### config.mk
export PLATFORM = sky130hd
export DESIGN_NAME = seq_mul_radix2
export DESIGN_NICKNAME = d
export VERILOG_FILES = /design/src/rtl/seq_mul_pkg.sv /design/src/rtl/seq_mul_negate.sv /design/src/rtl/seq_mul_radix2.sv
export SDC_FILE = /design/constraint.sdc
export NUM_CORES = 1
export LEC_CHECK = 0
export ABC_AREA = 1
export BUFFER_PORTS_ARGS = -buffer_cell sky130_fd_sc_hd__buf_2
export CAP_MARGIN = 20
export CORE_MARGIN = 5
export CORE_UTILIZATION = 55
export CTS_CLUSTER_DIAMETER = 200
export DETAILED_ROUTE_END_ITERATION = 10
export GPL_TIMING_DRIVEN = 0
export PLACE_DENSITY = 0.75
export SKIP_LAST_GASP = 1
export SLEW_MARGIN = 20
export SYNTH_ARGS = -nofsm -noshare
export SYNTH_HDL_FRONTEND = slang
export SYNTH_SLANG_ARGS = --single-unit
### constraint.sdc
create_clock -name clk -period 4.3 [get_ports clk]
set_clock_uncertainty 0.15 [all_clocks]
set_input_delay 0.86 -clock clk [delete_from_list [all_inputs] [get_ports clk]]
set_output_delay 0.86 -clock clk [all_outputs]
set_load 0.01 [all_outputs]
### src/rtl/seq_mul_pkg.sv
// seq_mul_pkg: shared types and helpers for the radix-2 sequential multiplier.
//   state_e   - FSM state encoding (IDLE / RUN / DONE)
//   cnt_width - step counter width for a given operand width
package seq_mul_pkg;

    typedef enum logic [1:0] {
        IDLE = 2'b00,
        RUN  = 2'b01,
        DONE = 2'b10
    } state_e;

    // Counter must hold 0..width-1; never narrower than one bit.
    function automatic int unsigned cnt_width(input int unsigned width);
        return (width <= 2) ? 1 : $clog2(width);
    endfunction

endpackage

### src/rtl/seq_mul_negate.sv
// seq_mul_negate: conditional two's-complement unit.
//   i_neg    in  1  negate when high
//   i_in     in  W  input value
//   o_out_c  out W  combinational result: i_neg ? -i_in : i_in
module seq_mul_negate #(
    parameter int unsigned W = 8
) (
    input  logic         i_neg,
    input  logic [W-1:0] i_in,
    output logic [W-1:0] o_out_c
);

    assign o_out_c = i_neg ? (~i_in + W'(1)) : i_in;

endmodule

### src/rtl/seq_mul_radix2.sv
// seq_mul_radix2: sequential radix-2 shift-add multiplier, one multiplier bit
// per cycle, unsigned or two's-complement operands selected per operation.
// Optional feature macro: SEQ_MUL_EARLY_EXIT_EN (stop once remaining
// multiplier bits are all zero).
//   clk        in   1        rising-edge clock
//   rst_n      in   1        async active-low reset
//   in_valid   in   1        operand pair offered
//   in_ready   out  1        can accept operands (IDLE only)
//   a          in   WIDTH    multiplicand
//   b          in   WIDTH    multiplier
//   is_signed  in   1        operands are two's complement
//   out_valid  out  1        product valid (DONE only)
//   out_ready  in   1        consumer accepts product
//   product    out  2*WIDTH  registered result
//   busy       out  1        high in RUN or DONE
module seq_mul_radix2
    import seq_mul_pkg::*;
#(
    parameter int unsigned WIDTH = 8
) (
    input  logic               clk,
    input  logic               rst_n,
    input  logic               in_valid,
    output logic               in_ready,
    input  logic [WIDTH-1:0]   a,
    input  logic [WIDTH-1:0]   b,
    input  logic               is_signed,
    output logic               out_valid,
    input  logic               out_ready,
    output logic [2*WIDTH-1:0] product,
    output logic               busy
);

    localparam int unsigned PW    = 2 * WIDTH;
    localparam int unsigned CNT_W = cnt_width(WIDTH);

    state_e             r_state;
    state_e             w_state_nxt;
    logic [PW-1:0]      r_acc;
    logic [PW-1:0]      r_mcand;
    logic [PW-1:0]      r_product;
    logic [WIDTH-1:0]   r_mplier;
    logic [CNT_W-1:0]   r_cnt;
    logic               r_neg;

    logic               w_a_neg;
    logic               w_b_neg;
    logic [WIDTH-1:0]   w_a_mag;
    logic [WIDTH-1:0]   w_b_mag;
    logic [PW-1:0]      w_acc_next;
    logic [PW-1:0]      w_prod_fix;
    logic [WIDTH-1:0]   w_mplier_shift;
    logic               w_last;
    logic               w_accept;

    // Operand magnitudes; the most-negative value maps to 2^(WIDTH-1) unsigned.
    assign w_a_neg = is_signed & a[WIDTH-1];
    assign w_b_neg = is_signed & b[WIDTH-1];

    seq_mul_negate #(.W(WIDTH)) u_neg_a (
        .i_neg   (w_a_neg),
        .i_in    (a),
        .o_out_c (w_a_mag)
    );

    seq_mul_negate #(.W(WIDTH)) u_neg_b (
        .i_neg   (w_b_neg),
        .i_in    (b),
        .o_out_c (w_b_mag)
    );

    // Shift-add step and sign fix of the updated accumulator.
    assign w_acc_next     = r_mplier[0] ? (r_acc + r_mcand) : r_acc;
    assign w_mplier_shift = r_mplier >> 1;

    seq_mul_negate #(.W(PW)) u_neg_p (
        .i_neg   (r_neg),
        .i_in    (w_acc_next),
        .o_out_c (w_prod_fix)
    );

`ifdef SEQ_MUL_EARLY_EXIT_EN
    assign w_last = (r_cnt == CNT_W'(WIDTH - 1)) || (w_mplier_shift == '0);
`else
    assign w_last = (r_cnt == CNT_W'(WIDTH - 1));
`endif

    assign w_accept = (r_state == IDLE) && in_valid;

    // Handshake outputs decode the state register only.
    assign in_ready  = (r_state == IDLE);
    assign out_valid = (r_state == DONE);
    assign busy      = (r_state == RUN) || (r_state == DONE);
    assign product   = r_product;

    // State register.
    always_ff @(posedge clk or negedge rst_n) begin
        if (!rst_n) begin
            r_state <= IDLE;
        end else begin
            r_state <= w_state_nxt;
        end
    end

    // Next-state logic.
    always_comb begin
        w_state_nxt = r_state;
        unique case (r_state)
            IDLE:    if (in_valid)  w_state_nxt = RUN;
            RUN:     if (w_last)    w_state_nxt = DONE;
            DONE:    if (out_ready) w_state_nxt = IDLE;
            default:                w_state_nxt = IDLE;
        endcase
    end

    // Datapath: capture on accept, one shift-add step per RUN cycle.
    always_ff @(posedge clk or negedge rst_n) begin
        if (!rst_n) begin
            r_acc     <= '0;
            r_mcand   <= '0;
            r_mplier  <= '0;
            r_cnt     <= '0;
            r_neg     <= 1'b0;
            r_product <= '0;
        end else if (w_accept) begin
            r_acc     <= '0;
            r_mcand   <= PW'(w_a_mag);
            r_mplier  <= w_b_mag;
            r_cnt     <= '0;
            r_neg     <= w_a_neg ^ w_b_neg;
        end else if (r_state == RUN) begin
            r_acc    <= w_acc_next;
            r_mcand  <= r_mcand << 1;
            r_mplier <= w_mplier_shift;
            r_cnt    <= r_cnt + CNT_W'(1);
            if (w_last) begin
                r_product <= w_prod_fix;
            end
        end
    end

endmodule

==> flow_metrics.env, run 1 <==
export IMPL_setup_worst_path_start_class="register"
export IMPL_drtAntennaViolNets=0
export IMPL_detailed_place_hpwl_um=8090
export IMPL_p_leak_nw=2.56
export IMPL_vdd_ir_drop_max_mv=0.347
export IMPL_routed_wire_length_per_instance_um=13.8
export IMPL_row_count=32
export IMPL_final_layout_size_suffix_gt1_frac=0.109
export IMPL_finalMaxSlewViolations=0
export IMPL_synth_seq_cells=62
export IMPL_post_synth_most_frequent_cells="183 x sky130_fd_sc_hd__nand2_1, 95 x sky130_fd_sc_hd__inv_1, 62 x sky130_fd_sc_hd__dfrtp_1"
export IMPL_grt_pass1_wl_um=17700
export IMPL_grt_start_max_net_pins=63
export IMPL_die_area_mm2=0.00958
export IMPL_reg2reg_slack_ps=1400
export IMPL_worst_hold_class="reg -> reg"
export IMPL_syn_area_mm2=0.00425
export IMPL_drt_vias_per_instance=5.39
export IMPL_post_cts_gate_resize_count=0
export IMPL_htree_num_levels=3
export IMPL_placed_area_mm2=0.00457
export IMPL_die_w_um=97.9
export IMPL_clock_tree_buffer_depth=2
export IMPL_drtPass1Iterations=5
export IMPL_fp_dieH_um=97.9
export IMPL_crit_fanout=4
export IMPL_synth_enable_flop_cells=0
export IMPL_async_reset_ff_frac=1.00
export IMPL_start_util=0.559
export IMPL_synth_fp_nets=648
export IMPL_hold_depth=2
export IMPL_hold_viol_final=0
export IMPL_globalRouteOverflowTotal=0
export IMPL_ys_types=38
export IMPL_fp_coreArea_mm2=0.00761
export IMPL_fin_setup_tns_ps=0
export IMPL_dp_cells=744
export IMPL_tritoncts_num_sinks=62
export IMPL_synth_warning_count=0
export IMPL_reg2regPathDepth=15
export IMPL_postSynthCellCount=603
export IMPL_post_synth_main_area_contributors="sky130_fd_sc_hd__dfrtp_1 37%, sky130_fd_sc_hd__nand2_1 16%, sky130_fd_sc_hd__inv_1 8.4%"
export IMPL_max_stage_delay_ps=450
export IMPL_cts_buffers=9
export IMPL_routabilityCongestion=0.890
export IMPL_worstHoldStart="product[13]"
export IMPL_relSlewSlack=0.479
export IMPL_max_cap_violations=0
export IMPL_power_density_mw_per_mm2=707
export IMPL_cts_hold_repair_buffers=0
export IMPL_final_area_mm2=0.00480
export IMPL_worstSetupPathType="reg -> reg"
export IMPL_synth_area_leader_cell="sky130_fd_sc_hd__dfrtp_1"
export IMPL_synth_top_area_share=0.365
export IMPL_worst_pin_slew_ps=781
export IMPL_crit_path_end_kind="register"
export IMPL_area_delta_synth_final_pct=13.1
export IMPL_cts_post_setup_buffers_inserted=0
export IMPL_crit_required_ps=4400
export IMPL_hold_path_endpoint="product[13]"
export IMPL_arrival_ps=3010
export IMPL_grtUsageMet3=0.0386
export IMPL_run_status="finished clean"
export IMPL_grt_pass1_vias=3954
export IMPL_wirelength_um=10500
export IMPL_routed_via_count=4099
export IMPL_port_buffer_count=39
export IMPL_finalCriticalPeriod_ps=2900
export IMPL_setup_repair_after_global_routing_missed_its_margin="no"
export IMPL_grt_antenna_before_repair=0
export IMPL_p_total_mw=3.40
export IMPL_critical_path_cell_chain="ha_1 > fa_1 > o21ai_2 > ha_1 > inv_1 > nor2_1 > nand3_1 > nor2_1 > nand2_1 > nor2_1 > nand3_1 > nand2_1 > nand2_1 > nand3_1 > nand2_1"
export IMPL_cts_root_buffer="sky130_fd_sc_hd__clkbuf_8"
export IMPL_post_route_util=0.632
export IMPL_setup_violations_final=0
export IMPL_maxClockFrequency_mhz=344
export IMPL_post_route_drc_count=0
export IMPL_ioPinCount=40
export IMPL_timing_rr_start="r_mcand[0]"
export IMPL_clkLatencyLatePin_ps=350
export IMPL_fin_cells=760
export IMPL_final_period_utilization=0.676
export IMPL_synth_seq_area_share=0.365
export IMPL_reg2reg_to="product[14]"
export IMPL_global_route_peak_usage_layer="met2"
export IMPL_worst_path_most_repeated_cell="sky130_fd_sc_hd__nand2_1"
export IMPL_clk_transition_reported_paths_ps=80
export IMPL_critical_path_slowest_cell="sky130_fd_sc_hd__fa_1"
export IMPL_detailedRoute_firstIterationViolations=214
export IMPL_synth_main_ff_cell="sky130_fd_sc_hd__dfrtp_1"
export IMPL_antennaDiodeCount=0
export IMPL_final_nets=698
export IMPL_groute_usage_overall=0.225
export IMPL_global_route_usage_met1=0.267
export IMPL_tritoncts="built"
export IMPL_synth_area_per_cell_um2=7.05
export IMPL_met2_usage=0.402
export IMPL_synth_most_common_cell="sky130_fd_sc_hd__nand2_1"
[power by group]
part	switching [mW]	total, mW	internal (mW)	leakage (nW)
Sequential	0.124	0.898	0.774	0.783
Combinational	1.26	1.90	0.644	1.66
Clock	0.250	0.596	0.346	0.110
Total	1.63	3.40	1.76	2.56
[per-stage QoR]
step                      setup WS, ps  hold WS (ps)
after floorplan                   1810           309
after global placement            1380           308
after detailed placement          1330           317
after CTS                         1400           336
after global routing              1100           358
final                             1400           337
[metal layers]
| metal | routed length (µm) | part of all wire | vias to the layer above |
|---|---|---|---|
| met4 | 345 | 0.033 | 0 |
| met3 | 424 | 0.040 | 31 |
| met1 | 4420 | 0.42 | 1901 |
| li1 | - | - | 2067 |
| met5 | 0 | 0 | - |
| met2 | 5310 | 0.51 | 100 |
[registers in the layout, indices dropped and copies added, names as in the netlist]
signal	cells
product	16
r_acc	16
r_neg	1
r_mcand	16
r_mplier	8
r_cnt	3
r_state	2
[how the worst max path moves through the flow]
stage	startpoint	endpoint	slack, ps
after floorplan	r_acc[0]	product[14]	1810
after global placement	in_valid	r_acc[4]	1380
after detailed placement	in_valid	r_acc[1]	1330
after CTS	r_mcand[0]	product[14]	1400
after global routing	r_mcand[0]	product[14]	1100
final	r_mcand[0]	product[14]	1400
[critical path, delay by kind of cell (launching register included)]
family                   cells  cell delay (ps)
flip-flops                   1              400
AO/OA/AOI/OAI                1              270
buffers and inverters        1               50
adder cells (fa/ha/maj)      3              900
AND/OR/NAND/NOR             10             1040
[logic make-up after synthesis]
group | count (synthesis) | share of synthesized area
fa+ha+maj | 24 | 0.0724
flops | 62 | 0.365
xor+xnor | 9 | 0.0186
simple gates | 295 | 0.294
compound gates | 99 | 0.145
buf+inv | 114 | 0.105
[cell type report]
class,instances,area [µm²]
Tap cell,102,128
Sequential cell,62,1550
Inverter,98,370
Clock buffer,10,138
Timing Repair Buffer,39,198
Multi-Input combinational cell,427,2250
Buffer,16,75.1
Fill cell,722,2800
Clock inverter,6,92.6
[cell usage in the layout (no fill, tap or decap), types with 11 or more instances in the layout]
cell type / instances
sky130_fd_sc_hd__buf_2: 38
sky130_fd_sc_hd__o221ai_1: 11
sky130_fd_sc_hd__nand2_1: 183
sky130_fd_sc_hd__nor2_1: 32
sky130_fd_sc_hd__dfrtp_1: 62
sky130_fd_sc_hd__ha_1: 23
sky130_fd_sc_hd__inv_1: 95
sky130_fd_sc_hd__nand3_1: 56
sky130_fd_sc_hd__a21oi_1: 20
sky130_fd_sc_hd__o22ai_1: 16
sky130_fd_sc_hd__o21ai_0: 32
Note: power is estimated with default switching activity, not from simulation.
==> inputs of run 2 (changes only) <==
==> constraint.sdc (replaced) <==
create_clock -name clk -period 2.95 [get_ports clk]
set_clock_uncertainty 0.15 [all_clocks]
set_input_delay 0.59 -clock clk [delete_from_list [all_inputs] [get_ports clk]]
set_output_delay 0.59 -clock clk [all_outputs]
set_load 0.01 [all_outputs]
==> flow_metrics.env, run 2 (same netlist as run 1, synthesis figures left out) <==
export IMPL_routabilityCongestion=0.890
export IMPL_vdd_ir_drop_max_mv=0.519
export IMPL_finalCriticalPeriod_ps=2760
export IMPL_crit_path_end_kind="register"
export IMPL_final_common_cell="sky130_fd_sc_hd__nand2_1"
export IMPL_tritoncts_num_sinks=62
export IMPL_grt_pass1_wl_um=17700
export IMPL_drtPass1Iterations=4
export IMPL_p_leak_nw=2.57
export IMPL_crit_buf_inv=1
export IMPL_power_density_mw_per_mm2=1040
export IMPL_crit_family="simple AND/OR/NAND/NOR gates"
export IMPL_die_w_um=97.9
export IMPL_setup_worst_path_start_class="register"
export IMPL_routed_via_count=4074
export IMPL_hold_viol_final=0
export IMPL_ioPinCount=40
export IMPL_clk_transition_reported_paths_ps=80
export IMPL_ff_latch_area_mm2=0.00155
export IMPL_met2_usage=0.402
export IMPL_global_route_usage_met1=0.267
export IMPL_port_buffer_count=39
export IMPL_cts_hold_repair_buffers=0
export IMPL_crit_fanout=4
export IMPL_pre_cts_slack_ps=83.2
export IMPL_area_delta_synth_final_pct=14.3
export IMPL_fp_dieH_um=97.9
export IMPL_worst_hold_class="in -> async"
export IMPL_max_stage_delay_ps=470
export IMPL_critical_path_slowest_cell="sky130_fd_sc_hd__fa_1"
export IMPL_htree_num_levels=3
export IMPL_relSlewSlack=0.479
export IMPL_grt_pass1_vias=3954
export IMPL_cts_buffers=9
export IMPL_n_fill_cell=715
export IMPL_finalMaxSlewViolations=0
export IMPL_global_route_peak_usage_layer="met2"
export IMPL_run_status="finished clean"
export IMPL_die_area_mm2=0.00958
export IMPL_clock_tree_buffer_depth=2
export IMPL_critical_path_cell_chain="ha_2 > fa_1 > o21ai_4 > ha_2 > inv_1 > nor2_2 > nand3_1 > nor2_2 > nand2_2 > nor2_2 > nand3_2 > nand2_1 > nand2_1 > nand3_1 > nand2_1"
export IMPL_wirelength_um=10600
export IMPL_worst_pin_slew_ps=781
export IMPL_p_total_mw=5.05
export IMPL_worstSetupPathType="reg -> reg"
export IMPL_globalRouteOverflowTotal=0
export IMPL_final_layout_size_suffix_gt1_frac=0.127
export IMPL_drt_vias_per_instance=5.35
export IMPL_detailed_place_hpwl_um=8090
export IMPL_fp_coreArea_mm2=0.00761
export IMPL_arrival_ps=2860
export IMPL_antennaDiodeCount=0
export IMPL_setup_violations_final=0
export IMPL_detailedRoute_firstIterationViolations=201
export IMPL_multiInputGateArea_mm2=0.00229
export IMPL_layout_cells_most_common_list="182 x sky130_fd_sc_hd__nand2_1, 95 x sky130_fd_sc_hd__inv_1, 62 x sky130_fd_sc_hd__dfrtp_1, 54 x sky130_fd_sc_hd__nand3_1, 38 x sky130_fd_sc_hd__buf_2"
export IMPL_groute_usage_overall=0.225
export IMPL_cts_root_buffer="sky130_fd_sc_hd__clkbuf_8"
export IMPL_grt_antenna_before_repair=0
export IMPL_start_util=0.559
export IMPL_post_route_drc_count=0
export IMPL_post_route_util=0.638
export IMPL_maxClockFrequency_mhz=362
export IMPL_row_count=32
export IMPL_final_period_utilization=0.936
export IMPL_grt_start_max_net_pins=63
export IMPL_final_setup_worst_slack_ps=190
export IMPL_routed_wire_length_per_instance_um=13.9
export IMPL_grtUsageMet3=0.0386
export IMPL_tritoncts="built"
export IMPL_max_cap_violations=0
export IMPL_clkLatencyLatePin_ps=350
export IMPL_drtAntennaViolNets=0
export IMPL_final_nets=700
export IMPL_crit_required_ps=3050
## run 2: cell count changes in the layout (fill, tap and decap cells not counted), sizes merged
cell    previous run  this run
clkbuf            20        21
buf               45        46
## run 2: final timing paths
kind | from | end | slack [ps] | cells past startpoint
worst min-delay path | rst_n | r_acc[14] | 170 | 1
max in group asynchronous | rst_n | r_acc[4] | 1970 | 1
worst max-delay path | r_mcand[0] | product[14] | 190 | 15
worst min register to register | product[9] | product[9] | 340 | 2
min in group clk | product[9] | product[9] | 340 | 2
worst max register to register | r_mcand[0] | product[14] | 190 | 15
## run 2: report_power, final
group          switching [mW]  internal [mW]  leakage [nW]
combinational            1.88          0.991          1.68
sequential              0.183           1.13         0.783
clock                   0.361          0.504         0.110
total                    2.42           2.62          2.57
## run 2: worst register-to-register path, cell delays in order, from the launching register on
cell and delay [ps]:
sky130_fd_sc_hd__dfrtp_1 410, sky130_fd_sc_hd__ha_2 210, sky130_fd_sc_hd__fa_1 470, sky130_fd_sc_hd__o21ai_4 200
sky130_fd_sc_hd__ha_2 210, sky130_fd_sc_hd__inv_1 60, sky130_fd_sc_hd__nor2_2 120, sky130_fd_sc_hd__nand3_1 100
sky130_fd_sc_hd__nor2_2 170, sky130_fd_sc_hd__nand2_2 90, sky130_fd_sc_hd__nor2_2 130, sky130_fd_sc_hd__nand3_2 100
sky130_fd_sc_hd__nand2_1 70, sky130_fd_sc_hd__nand2_1 60, sky130_fd_sc_hd__nand3_1 60, sky130_fd_sc_hd__nand2_1 50
## run 2: per-layer routing
metal / share of wire / up-vias
met5: 0 / -
met4: 0.033 / 0
met3: 0.044 / 27
met2: 0.51 / 95
met1: 0.41 / 1883
li1: - / 2069
## run 2: final cells by class
cell class	count	share of cell area
multi-input cells	427	0.471
flip-flops and latches	62	0.319
inverters	98	0.0762
repair buffers	41	0.0438
clock buffers	10	0.0283
well taps	102	0.0263
clock inverters	6	0.0191
plain buffers	16	0.0157
## run 2: repair_timing
item	in CTS	in global routing
resized for setup	0	11
setup endpoints to repair	0	10
setup buffers	0	2
## run 2: metrics by stage
| step | area, µm² | std cells | TNS, ps | hold WS (ps) |
|---|---|---|---|---|
| 2_1_floorplan | 4250 | 603 | 0 | 144 |
| 3_3_place_gp | 4570 | 744 | 0 | 308 |
| 3_5_place_dp | 4570 | 744 | 0 | 317 |
| 4_1_cts | 4800 | 760 | 0 | 198 |
| 5_1_grt | 4860 | 762 | -6.20 | 228 |
| 6_report | 4860 | 762 | 0 | 167 |
